$ cat src/rtl/knn_mem_pkg.sv
// Shared types and default sizes for the kNN local buffer and its arbiter.
// The round-robin grant rule lives here so both the arbiter and any future users agree on it.
package knn_mem_pkg;

  localparam int KNN_MEM_DW    = 256;
  localparam int KNN_MEM_AW    = 11;
  localparam int KNN_MEM_RDLAT = 1;

  typedef struct packed {
    logic                  we;
    logic [KNN_MEM_AW-1:0] addr;
    logic [KNN_MEM_DW-1:0] wdata;
  } mem_cmd_t;

  typedef struct packed {
    logic valid;
    logic id;
  } rsp_tag_t;

  // One-hot grant for two requesters; ptr names the favoured one on a conflict.
  function automatic logic [1:0] rr_grant(input logic [1:0] req, input logic ptr);
    logic [1:0] g;
    g = 2'b00;
    if (req[0] && (!req[1] || !ptr)) begin
      g = 2'b01;
    end else if (req[1]) begin
      g = 2'b10;
    end
    return g;
  endfunction

endpackage

$ cat src/rtl/knn_rr_arb2.sv
// Two-way round-robin arbiter: combinational grant, pointer register steered away
// from whoever was just granted.
module knn_rr_arb2
  import knn_mem_pkg::*;
(
  input  logic       clk,
  input  logic       reset,
  input  logic [1:0] req,
  output logic [1:0] gnt
);

  logic ptr_reg;
  logic ptr_next;

  always_comb begin
    gnt      = rr_grant(req, ptr_reg);
    ptr_next = ptr_reg;
    if (gnt[0]) begin
      ptr_next = 1'b1;
    end else if (gnt[1]) begin
      ptr_next = 1'b0;
    end
  end

  always_ff @(posedge clk or negedge reset) begin
    if (!reset) begin
      ptr_reg <= 1'b0;
    end else begin
      ptr_reg <= ptr_next;
    end
  end

endmodule

$ cat src/rtl/knn_local_mem_arbiter.sv
// Shares one single-port local buffer between the tile loader (r0) and the distance
// engine (r1); read data comes straight from q0, qualified by a tag pipeline.
module knn_local_mem_arbiter
  import knn_mem_pkg::*;
#(
  parameter int DataWidth    = KNN_MEM_DW,
  parameter int AddressWidth = KNN_MEM_AW,
  parameter int RdLatency    = KNN_MEM_RDLAT
) (
  input  logic                    clk,
  input  logic                    reset,

  input  logic                    r0_req_valid,
  output logic                    r0_req_ready,
  input  logic                    r0_req_we,
  input  logic [AddressWidth-1:0] r0_req_addr,
  input  logic [DataWidth-1:0]    r0_req_wdata,
  output logic                    r0_rsp_valid,
  output logic [DataWidth-1:0]    r0_rsp_data,

  input  logic                    r1_req_valid,
  output logic                    r1_req_ready,
  input  logic                    r1_req_we,
  input  logic [AddressWidth-1:0] r1_req_addr,
  input  logic [DataWidth-1:0]    r1_req_wdata,
  output logic                    r1_rsp_valid,
  output logic [DataWidth-1:0]    r1_rsp_data,

  output logic [AddressWidth-1:0] mem_address0,
  output logic                    mem_ce0,
  output logic                    mem_we0,
  output logic [DataWidth-1:0]    mem_d0,
  input  logic [DataWidth-1:0]    mem_q0
);

  logic [1:0]              req;
  logic [1:0]              gnt;
  logic                    xfer;
  logic                    sel_id;
  logic                    sel_we;
  logic [AddressWidth-1:0] sel_addr;
  logic [DataWidth-1:0]    sel_wdata;

  assign req = {r1_req_valid, r0_req_valid};

  knn_rr_arb2 u_arb (
    .clk   (clk),
    .reset (reset),
    .req   (req),
    .gnt   (gnt)
  );

  // Grant is purely combinational, so mask ready while reset holds the datapath.
  assign r0_req_ready = gnt[0] & reset;
  assign r1_req_ready = gnt[1] & reset;

  assign xfer   = |gnt;
  assign sel_id = gnt[1];

  always_comb begin
    sel_we    = r0_req_we;
    sel_addr  = r0_req_addr;
    sel_wdata = r0_req_wdata;
    if (sel_id) begin
      sel_we    = r1_req_we;
      sel_addr  = r1_req_addr;
      sel_wdata = r1_req_wdata;
    end
  end

  // Command stage: address/data only move on a transfer, idle cycles just drop ce/we.
  always_ff @(posedge clk or negedge reset) begin
    if (!reset) begin
      mem_ce0      <= 1'b0;
      mem_we0      <= 1'b0;
      mem_address0 <= '0;
      mem_d0       <= '0;
    end else if (xfer) begin
      mem_ce0      <= 1'b1;
      mem_we0      <= sel_we;
      mem_address0 <= sel_addr;
      mem_d0       <= sel_wdata;
    end else begin
      mem_ce0      <= 1'b0;
      mem_we0      <= 1'b0;
    end
  end

  // Tag pipeline: stage 0 aligns with the command register, the last stage with q0.
  rsp_tag_t tag_reg [RdLatency+1];
  rsp_tag_t tag_next;

  always_comb begin
    tag_next.valid = xfer & ~sel_we;
    tag_next.id    = sel_id;
  end

  always_ff @(posedge clk or negedge reset) begin
    if (!reset) begin
      tag_reg[0] <= '0;
    end else begin
      tag_reg[0] <= tag_next;
    end
  end

  genvar gi;
  generate
    for (gi = 1; gi <= RdLatency; gi++) begin : g_tag
      always_ff @(posedge clk or negedge reset) begin
        if (!reset) begin
          tag_reg[gi] <= '0;
        end else begin
          tag_reg[gi] <= tag_reg[gi-1];
        end
      end
    end
  endgenerate

  assign r0_rsp_valid = tag_reg[RdLatency].valid & ~tag_reg[RdLatency].id;
  assign r1_rsp_valid = tag_reg[RdLatency].valid &  tag_reg[RdLatency].id;
  assign r0_rsp_data  = mem_q0;
  assign r1_rsp_data  = mem_q0;

endmodule

$ cat config.mk
export PLATFORM = sky130hd
export DESIGN_NAME = knn_local_mem_arbiter
export DESIGN_NICKNAME = d
export VERILOG_FILES = /design/src/rtl/knn_mem_pkg.sv /design/src/rtl/knn_rr_arb2.sv /design/src/rtl/knn_local_mem_arbiter.sv
export SDC_FILE = /design/constraint.sdc
export NUM_CORES = 1
export LEC_CHECK = 0
export CAP_MARGIN = 10
export CORE_AREA = 5 5 613 615
export CTS_CLUSTER_SIZE = 20
export DETAILED_ROUTE_END_ITERATION = 10
export DIE_AREA = 0 0 618 620
export DONT_BUFFER_PORTS = 1
export PLACE_DENSITY_LB_ADDON = 0.15
export REMOVE_ABC_BUFFERS = 1
export SETUP_SLACK_MARGIN = 0.02
export SYNTH_ARGS = -nofsm -noshare
export SYNTH_HDL_FRONTEND = slang
export SYNTH_SLANG_ARGS = --single-unit
export TNS_END_PERCENT = 20
$ cat constraint.sdc
create_clock -name clk -period 1.35 [get_ports clk]
set_input_delay 0.0675 -clock clk [delete_from_list [all_inputs] [get_ports clk]]
set_output_delay 0.0675 -clock clk [all_outputs]
set_load 0.03 [all_outputs]
[Word-level counts from Yosys, hierarchy flattened]
Cells that the tools add are included.
Storage, ports and cells
  input bits: 796
  logic and storage cells: 31
  output and inout port bits: 785
  register bits: 274
Cells by class
  bitwise gates (word level): 7
  mux-type cells: 9
  reduce and logical (&&, ||, !) cells: 6
Operators by type and width (number)
  $mux 256: 1
  $mux 11: 1
  $and 1x1->1: 5
  $mux 1: 5
  $mux 2: 2
  $logic_not 1->1: 2
  $not 1->1: 2
  $reduce_bool 2->1: 1
  $reduce_or 2->1: 1
  $logic_and 1x1->1: 1
  $logic_or 1x1->1: 1

[Depth between registers and ports, before layout]
Gate-level depths: netlist of run 1.
  depth in word-level cells: 7
  gate-level depth with buffers: 8
  gate-level depth less buffers: 4

[Cells and area by module]
Synthesis of run 1 repeated with hierarchy kept, for this count alone.
Second synthesis, totals
  cells, all modules: 1694
  area, all modules: 16394.5 µm²
By module, submodules not included
  knn_local_mem_arbiter: area an instance 16333.2 µm², cells each 1687, sequential area each 6831.6 µm², times used 1
  knn_rr_arb2: area an instance 61.3 µm², cells each 7, sequential area each 25.0 µm², times used 1

[Worst setup path after synthesis of run 1]
OpenSTA, ideal clock, no wires.
  kind: reg-to-output
  start: register u_arb.ptr_reg
  end: output r1_req_ready
  path buffers: 3
  arrival: 1.223 ns
  stages on the path, launching flop included: 6
  path slack: 0.059 ns
  required time: 1.283 ns
  path through: dfrtp_1 -> nand2b_1 -> buf_6 -> buf_4 -> buf_2 -> and3_1
Between the ends
  word-level cells in the longest chain between the ends: 5
Ends and longest elaborated chain
  start: declaration: RTL line knn_rr_arb2.sv:12  | logic ptr_reg;
  start signal: assignment: RTL line knn_rr_arb2.sv:29  | ptr_reg <= ptr_next;
  $logic_not 1->1: RTL line knn_mem_pkg.sv:24  | if (req[0] && (!req[1] || !ptr)) begin
  $logic_or 1x1->1: RTL line knn_mem_pkg.sv:24
  $logic_and 1x1->1: RTL line knn_mem_pkg.sv:24
  $mux 2: RTL line knn_mem_pkg.sv:24
  $and 1x1->1: RTL line knn_local_mem_arbiter.sv:55  | assign r1_req_ready = gnt[1] & reset;
  end: declaration: RTL line knn_local_mem_arbiter.sv:22  | output logic r1_req_ready,
No other way between the ends.

[Worst setup path in the final report of run 1]
  start: input r0_req_valid
  end: output r1_req_ready
Between the ends
  word-level cells in the longest chain between the ends: 3
Ends and longest elaborated chain
  start: declaration: RTL line knn_local_mem_arbiter.sv:13  | input logic r0_req_valid,
  $logic_and 1x1->1: RTL line knn_mem_pkg.sv:24
  $mux 2: RTL line knn_mem_pkg.sv:24
  $and 1x1->1: RTL line knn_local_mem_arbiter.sv:55
No other way between the ends.

==> results of run 1 <==
==> report_power, final <==
part / switching [mW] / internal (mW)
Sequential: 0.720 / 9.35
Clock: 5.64 / 7.50
Combinational: 6.33 / 5.29
Total: 12.7 / 22.1
==> worst paths after layout <==
path / startpoint / endpoint / depth (start not counted)
min reg2reg: tag_reg[2]$_DFF_PN0_ / tag_reg[0]$_DFF_PN0_ / 0
min: reset / mem_d0[115]$_DFFE_PN0P_ / 0
max: r0_req_valid / r1_req_ready / 5
max in group asynchronous: reset / mem_d0[153]$_DFFE_PN0P_ / 0
max reg2reg: u_arb.ptr_reg$_DFFE_PN0P_ / mem_d0[248]$_DFFE_PN0P_ / 10
min in group clk: r1_req_valid / mem_d0[160]$_DFFE_PN0P_ / 2
==> what timing repair did <==
| item | 4_1_cts | 5_1_grt |
|---|---|---|
| hold buffers | 668 | 2 |
| gates resized for setup | 62 | 113 |
| pin swaps | 2 | 0 |
| setup buffers | 15 | 3 |
| setup endpoints to repair | 541 | 542 |
| hold endpoints to repair | 546 | 452 |
| cloned | 7 | 1 |
==> worst register-to-register path, delay by kind of cell (launching register included) <==
kind | cells | cell delay [ps]
AND/OR/NAND/NOR | 1 | 160
buffers and inverters | 7 | 1060
flip-flops | 1 | 390
AO/OA/AOI/OAI | 2 | 230
==> final cells by class <==
type | instances | area (sq um) | area share, %
clock inverters | 10 | 179 | 0.548
well taps | 4972 | 6220 | 19.0
multi-input cells | 813 | 6850 | 21.0
flip-flops and latches | 274 | 6860 | 21.0
repair buffers | 1028 | 10100 | 31.0
diodes | 32 | 80.1 | 0.245
clock buffers | 69 | 1330 | 4.07
inverters | 269 | 1020 | 3.11
==> cells by family (layout without fill, tap and decap cells) <==
kind of cell	count (synthesis)	after routing	share of synthesized area [%]
DFF	274	274	36.7
other	0	32	0
AOI/OAI and AO/OA	538	538	16.4
muxes	267	267	16.1
buffers and inverters	900	1376	30.6
and+or+nand+nor	8	8	0.268
==> metal layers <==
| layer | part of all wire, % | GRT usage, % |
|---|---|---|
| met1 | 22 | 11.1 |
| met2 | 42 | 27.3 |
| met3 | 28 | 24.3 |
| met4 | 5.5 | 8.17 |
| met5 | 2.9 | 20.0 |
==> cells in the final DEF, fill, tap and decap left out <==
master           n
a21boi_4         1
a21oi_1        232
a21oi_2         35
a22o_1           1
and2_4           2
and3_4           1
buf_12          29
buf_16           9
buf_4          298
buf_6           14
buf_8            3
bufbuf_16        4
bufinv_16        4
clkbuf_1        15
clkbuf_16       48
clkbuf_8         7
clkinv_2         2
clkinv_4         1
clkinv_8         2
clkinvlp_4       1
dfrtp_1        269
dfrtp_2          5
diode_2         32
dlygate4sd3_1  670
inv_1          268
inv_8            1
mux2_2         267
nand2_4          1
nand2b_4         2
nor2b_4          1
o21ai_0          1
o21ai_2          1
o22ai_1        178
o22ai_2         87
o22ai_4          2
or2_2            1
==> stage by stage <==
step,hold WS [ps],instances
after global placement,-215,6661
after floorplan,-228,1356
after CTS,-1070,7429
final,-944,7467
after global routing,-1020,7447
after detailed placement,-218,6661
==> results.ini, run 1 <==
[yosys]
yosys_warnings=0
syn_avg_cell_area_sq_um=9.41
syn_area_sq_um=18700
synth_cells=1987
yosysUniqueCellTypes=21
synth_edf_count=0
yosys-top-cells-count=buf_4, dfrtp_1, inv_1, mux2_2, o22ai_1
ys.flop_type=dfrtp_1
yosysTopAreaCellShare_pct=36.7
synth_most_common_cell=buf_4
synth_top_cells_by_area=dfrtp_1, buf_4, mux2_2
synthArstFlopShare_pct=100
synth-seq-cells=274
ys_seq_area_share_pct=36.7
synth_top_area_cell=dfrtp_1

[sta]
final.min_clock_period_ps=2010
setup_slack_ps=-660
clock_skew_ps=60.9
setup_viol=303
finalHoldWorstSlack_ps=-944
tns_ps=-127580
worst_slew_pin_slew_ps=1900
rsz0062_at_grt=true
fin_crit_sh_pct=149
slew_viol_final=284
relSlewSlack_pct=-26.9
hold_viol_final=397
fmax_ghz=0.498

[clock_network]
cts-root-buf=clkbuf_16
clkLatencyLatePin_ps=710
tritoncts_num_sinks=274
htree_levels=2
cts_made_buffers=47
clkTransAtPathRegs_ps=60
clockBufferDepth=3
tritoncts=yes

[worst_setup_path]
path_cells=nand2b_4 > buf_12 > buf_16 > and3_4 > buf_6
crit_path_max_incr_delay_ps=480
critPathRequiredTime_ps=1280
r2r_slack_ps=-640
cp-start-kind=input port
crit_family=simple AND/OR/NAND/NOR gates
critPathCaptureType=output port
crit_type=input port to output port
slowest_stage=nand2b_4
critPathBufInv=3
arrival_ps=1940
worst-path-max-fanout=270

[place]
dp_hpwl_um=312000
io_buffers=0
place_congestion=0.944
dp_slack_ps=-367
place_area_sq_um=23000

[power]
vdd_drop_max_mv=0.970
p_per_area_nw_per_um2=1070
leakage_nw=12.2
total_power_mw=34.8

[finish]
largest_register_ffs=256
fillers=43063
final_nets=3229
design_area_sq_um=32700
area_growth_pct=74.7
fin_util_pct=8.82
drive_gt1_share_pct=33.7

[floorplanning]
chipWidth_um=618
die_y_um=620
core_sq_um=370000
dieArea_sq_um=383000
rows=224
io_pins=1581
start_util_pct=5.05

[flow_run]
cap_violations=0

[routing]
wl_per_cell_um=49.2
ant_nets=0
dr.pass1.iters=5
detail_route.vias_per_cell=2.70
drc_errors=0
vias=20173
drtIter0Drc=1907
routed_wl_um=367000

[run_status]
violations=negative hold slack, max-slew violations, negative setup slack
status=finished with violations

[hold_path]
hp-class=input port to async pin

[grt]
grt_usage_pct=18.3
globalRouteOverflowTotal=0
grt_pass1_wl_um=408000
grt_pass1_vias=18706
grt_max_degree=277
antenna_found_initial=69

Note: power is estimated with default switching activity, not from simulation.
==> run 2: changes to the inputs <==
SKIP_LAST_GASP = 1   (was default)
clock period = 2.55 ns   (was 1.35 ns; I/O delays follow)
==> run 2 against run 1 <==
Effect of this change: the run ends with negative hold slack left; combinational power is 70% lower; via count is 7.0% lower; global-route usage is 0.38 points lower; register-to-register slack better by 720 ps; clock skew is 2.2 ps lower; critical path depth is 1 higher; die area stayed put; sequential cell count stayed put; cell count is 4.7% lower; critical path type is now flip-flop to flip-flop.
==> results.ini, run 2 (synthesis results as in run 1) <==
[routing]
drtIter0Drc=1890  ; -0.89%
routed_wl_um=360000  ; -1.9%
ant_nets=0  ; unchanged
dr.pass1.iters=6  ; +1
wl_per_cell_um=50.6  ; +3.0%
vias=18770  ; -7.0%
drc_errors=0  ; unchanged
detail_route.vias_per_cell=2.64  ; -2.3%

[floorplanning]
dieArea_sq_um=383000  ; unchanged
die_y_um=620  ; unchanged
io_pins=1581  ; unchanged
start_util_pct=5.05  ; unchanged
rows=224  ; unchanged
core_sq_um=370000  ; unchanged
chipWidth_um=618  ; unchanged

[sta]
slew_viol_final=0  ; -100%
rsz0062_at_grt=false
clock_skew_ps=58.7  ; -2.21 ps
fin_crit_sh_pct=97.0
finalHoldWorstSlack_ps=-879  ; +65.0 ps
fmax_ghz=0.404
worst_slew_pin_slew_ps=1350  ; -555 ps
hold_viol_final=274  ; -31%
final.min_clock_period_ps=2470
setup_viol=0  ; -100%
relSlewSlack_pct=10.1  ; +37 points

[clock_network]
tritoncts_num_sinks=274  ; unchanged
hold_buffers=652  ; -2.4%
cts_made_buffers=45  ; -4.3%
htree_levels=2  ; unchanged
clkLatencyLatePin_ps=700  ; about the same
postCtsSetupBuffers=0  ; -15
clkTransAtPathRegs_ps=60  ; about the same
clockBufferDepth=3  ; unchanged
tritoncts=yes
cts-root-buf=clkbuf_16

[worst_setup_path]
critPathRequiredTime_ps=3100  ; +1820 ps
arrival_ps=3030  ; +1090 ps
crit_path_start=u_arb.ptr_reg$_DFFE_PN0P_
worstReg2RegEnd=mem_d0[151]$_DFFE_PN0P_
crit_type=flip-flop to flip-flop
worst-path-max-fanout=36  ; -87%
reg2reg_depth=6  ; -4
r2r_slack_ps=80  ; +720 ps
r2r_start=u_arb.ptr_reg$_DFFE_PN0P_
critPathCaptureType=flip-flop
cp-start-kind=flip-flop

[finish]
multi_input_area_sq_um=6140  ; -10%
final_nets=2866  ; -11%
largest_register_ffs=256  ; unchanged
design_area_sq_um=28700  ; -12%
fin_util_pct=7.74  ; -1.1 points
drive_gt1_share_pct=18.0  ; -16 points
final_cell_mix=dlygate4sd3_1, dfrtp_1, inv_1
mostFrequentLayoutCell=dlygate4sd3_1
fillers=43301  ; +0.55%
area_growth_pct=53.2
seq_area_sq_um=6860  ; about the same

[grt]
grt_pass1_vias=16752  ; -10%
antenna_found_initial=76  ; +10%
grt_max_degree=277  ; unchanged
grt_pass1_wl_um=396000  ; -2.8%
globalRouteOverflowTotal=0  ; unchanged
grt_usage_pct=17.9  ; -0.38 points

[power]
leakage_nw=10.1  ; -17%
p_per_area_nw_per_um2=606  ; -43%
vdd_drop_max_mv=0.500  ; -48%

[run_status]
violations=negative hold slack
status=finished with violations

[place]
place_area_sq_um=20400  ; -11%
dp_hpwl_um=306000  ; -2.0%
io_buffers=0  ; unchanged
place_congestion=0.930  ; -1.5%

[hold_path]
hp-class=input port to async pin

[flow_run]
cap_violations=0  ; unchanged

## run 2: cell count changes in the layout (fill, tap and decap cells not counted), moves of 22 or more
cell | before | now
buf_4 | 298 | 7
o22ai_1 | 178 | 267
o22ai_2 | 87 | 0
a21oi_1 | 232 | 257
a21oi_2 | 35 | 10
buf_12 | 29 | 7
## run 2: timing repair
action	CTS	global route
endpoints found under the hold margin	545	274
resized for setup	2	0
endpoints found under the setup margin	1	0
## run 2: how the worst max path moves through the flow
| stage | endpoint | slack (ps) |
|---|---|---|
| global route | mem_d0[120]$_DFFE_PN0P_ | 60 |
| finish | mem_d0[151]$_DFFE_PN0P_ | 80 |
| global placement | mem_d0[145]$_DFFE_PN0P_ | 600 |
| CTS | r1_req_ready | 30 |
| floorplan | mem_we0$_DFF_PN0_ | -5440 |
| detailed placement | mem_d0[145]$_DFFE_PN0P_ | 570 |
## run 2: power by group
part	internal, mW	switching, mW	leakage [nW]
clock	4.12	2.96	0.786
combinational	2.01	1.47	6.12
sequential	4.92	1.88	3.15
total	11.1	6.31	10.1
## run 2: per-stage QoR
| step | hold slack (ps) | setup TNS [ps] | worst slack (ps) | instances | power (mW) |
|---|---|---|---|---|---|
| after floorplan | -168 | -1466520 | -5440 | 1356 | 7.92 |
| after global placement | -156 | 0 | 603 | 6343 | 8.95 |
| after detailed placement | -153 | 0 | 572 | 6343 | 8.97 |
| after CTS | -1010 | 0 | 30.6 | 7078 | 17.8 |
| after global routing | -954 | 0 | 63.1 | 7092 | 18.1 |
| final | -879 | 0 | 75.3 | 7113 | 17.4 |
## run 2: per-layer routing
layer,share of wire [%],global-route usage (%)
met1,21,10.6
met2,42,26.6
met4,5.4,7.96
met3,29,24.5
met5,2.8,18.7
## run 2: worst max-delay path, stage by stage (launching register included)
cell	delay, ps
dfrtp_1	420
nand2b_4	200
buf_16	230
o22ai_1	200
dlygate4sd3_1	590
a21oi_1	40
dlygate4sd3_1	570
## run 2: final cells by class
cell class                      instances  share of cell area [%]
Timing Repair Buffer                  667                    23.5
Multi-Input combinational cell        813                    21.4
Clock buffer                           64                    4.77
Inverter                              269                    3.55
Tap cell                             4972                    21.7
Sequential cell                       274                    23.9
Clock inverter                         19                   0.773
Antenna cell                           35                   0.306
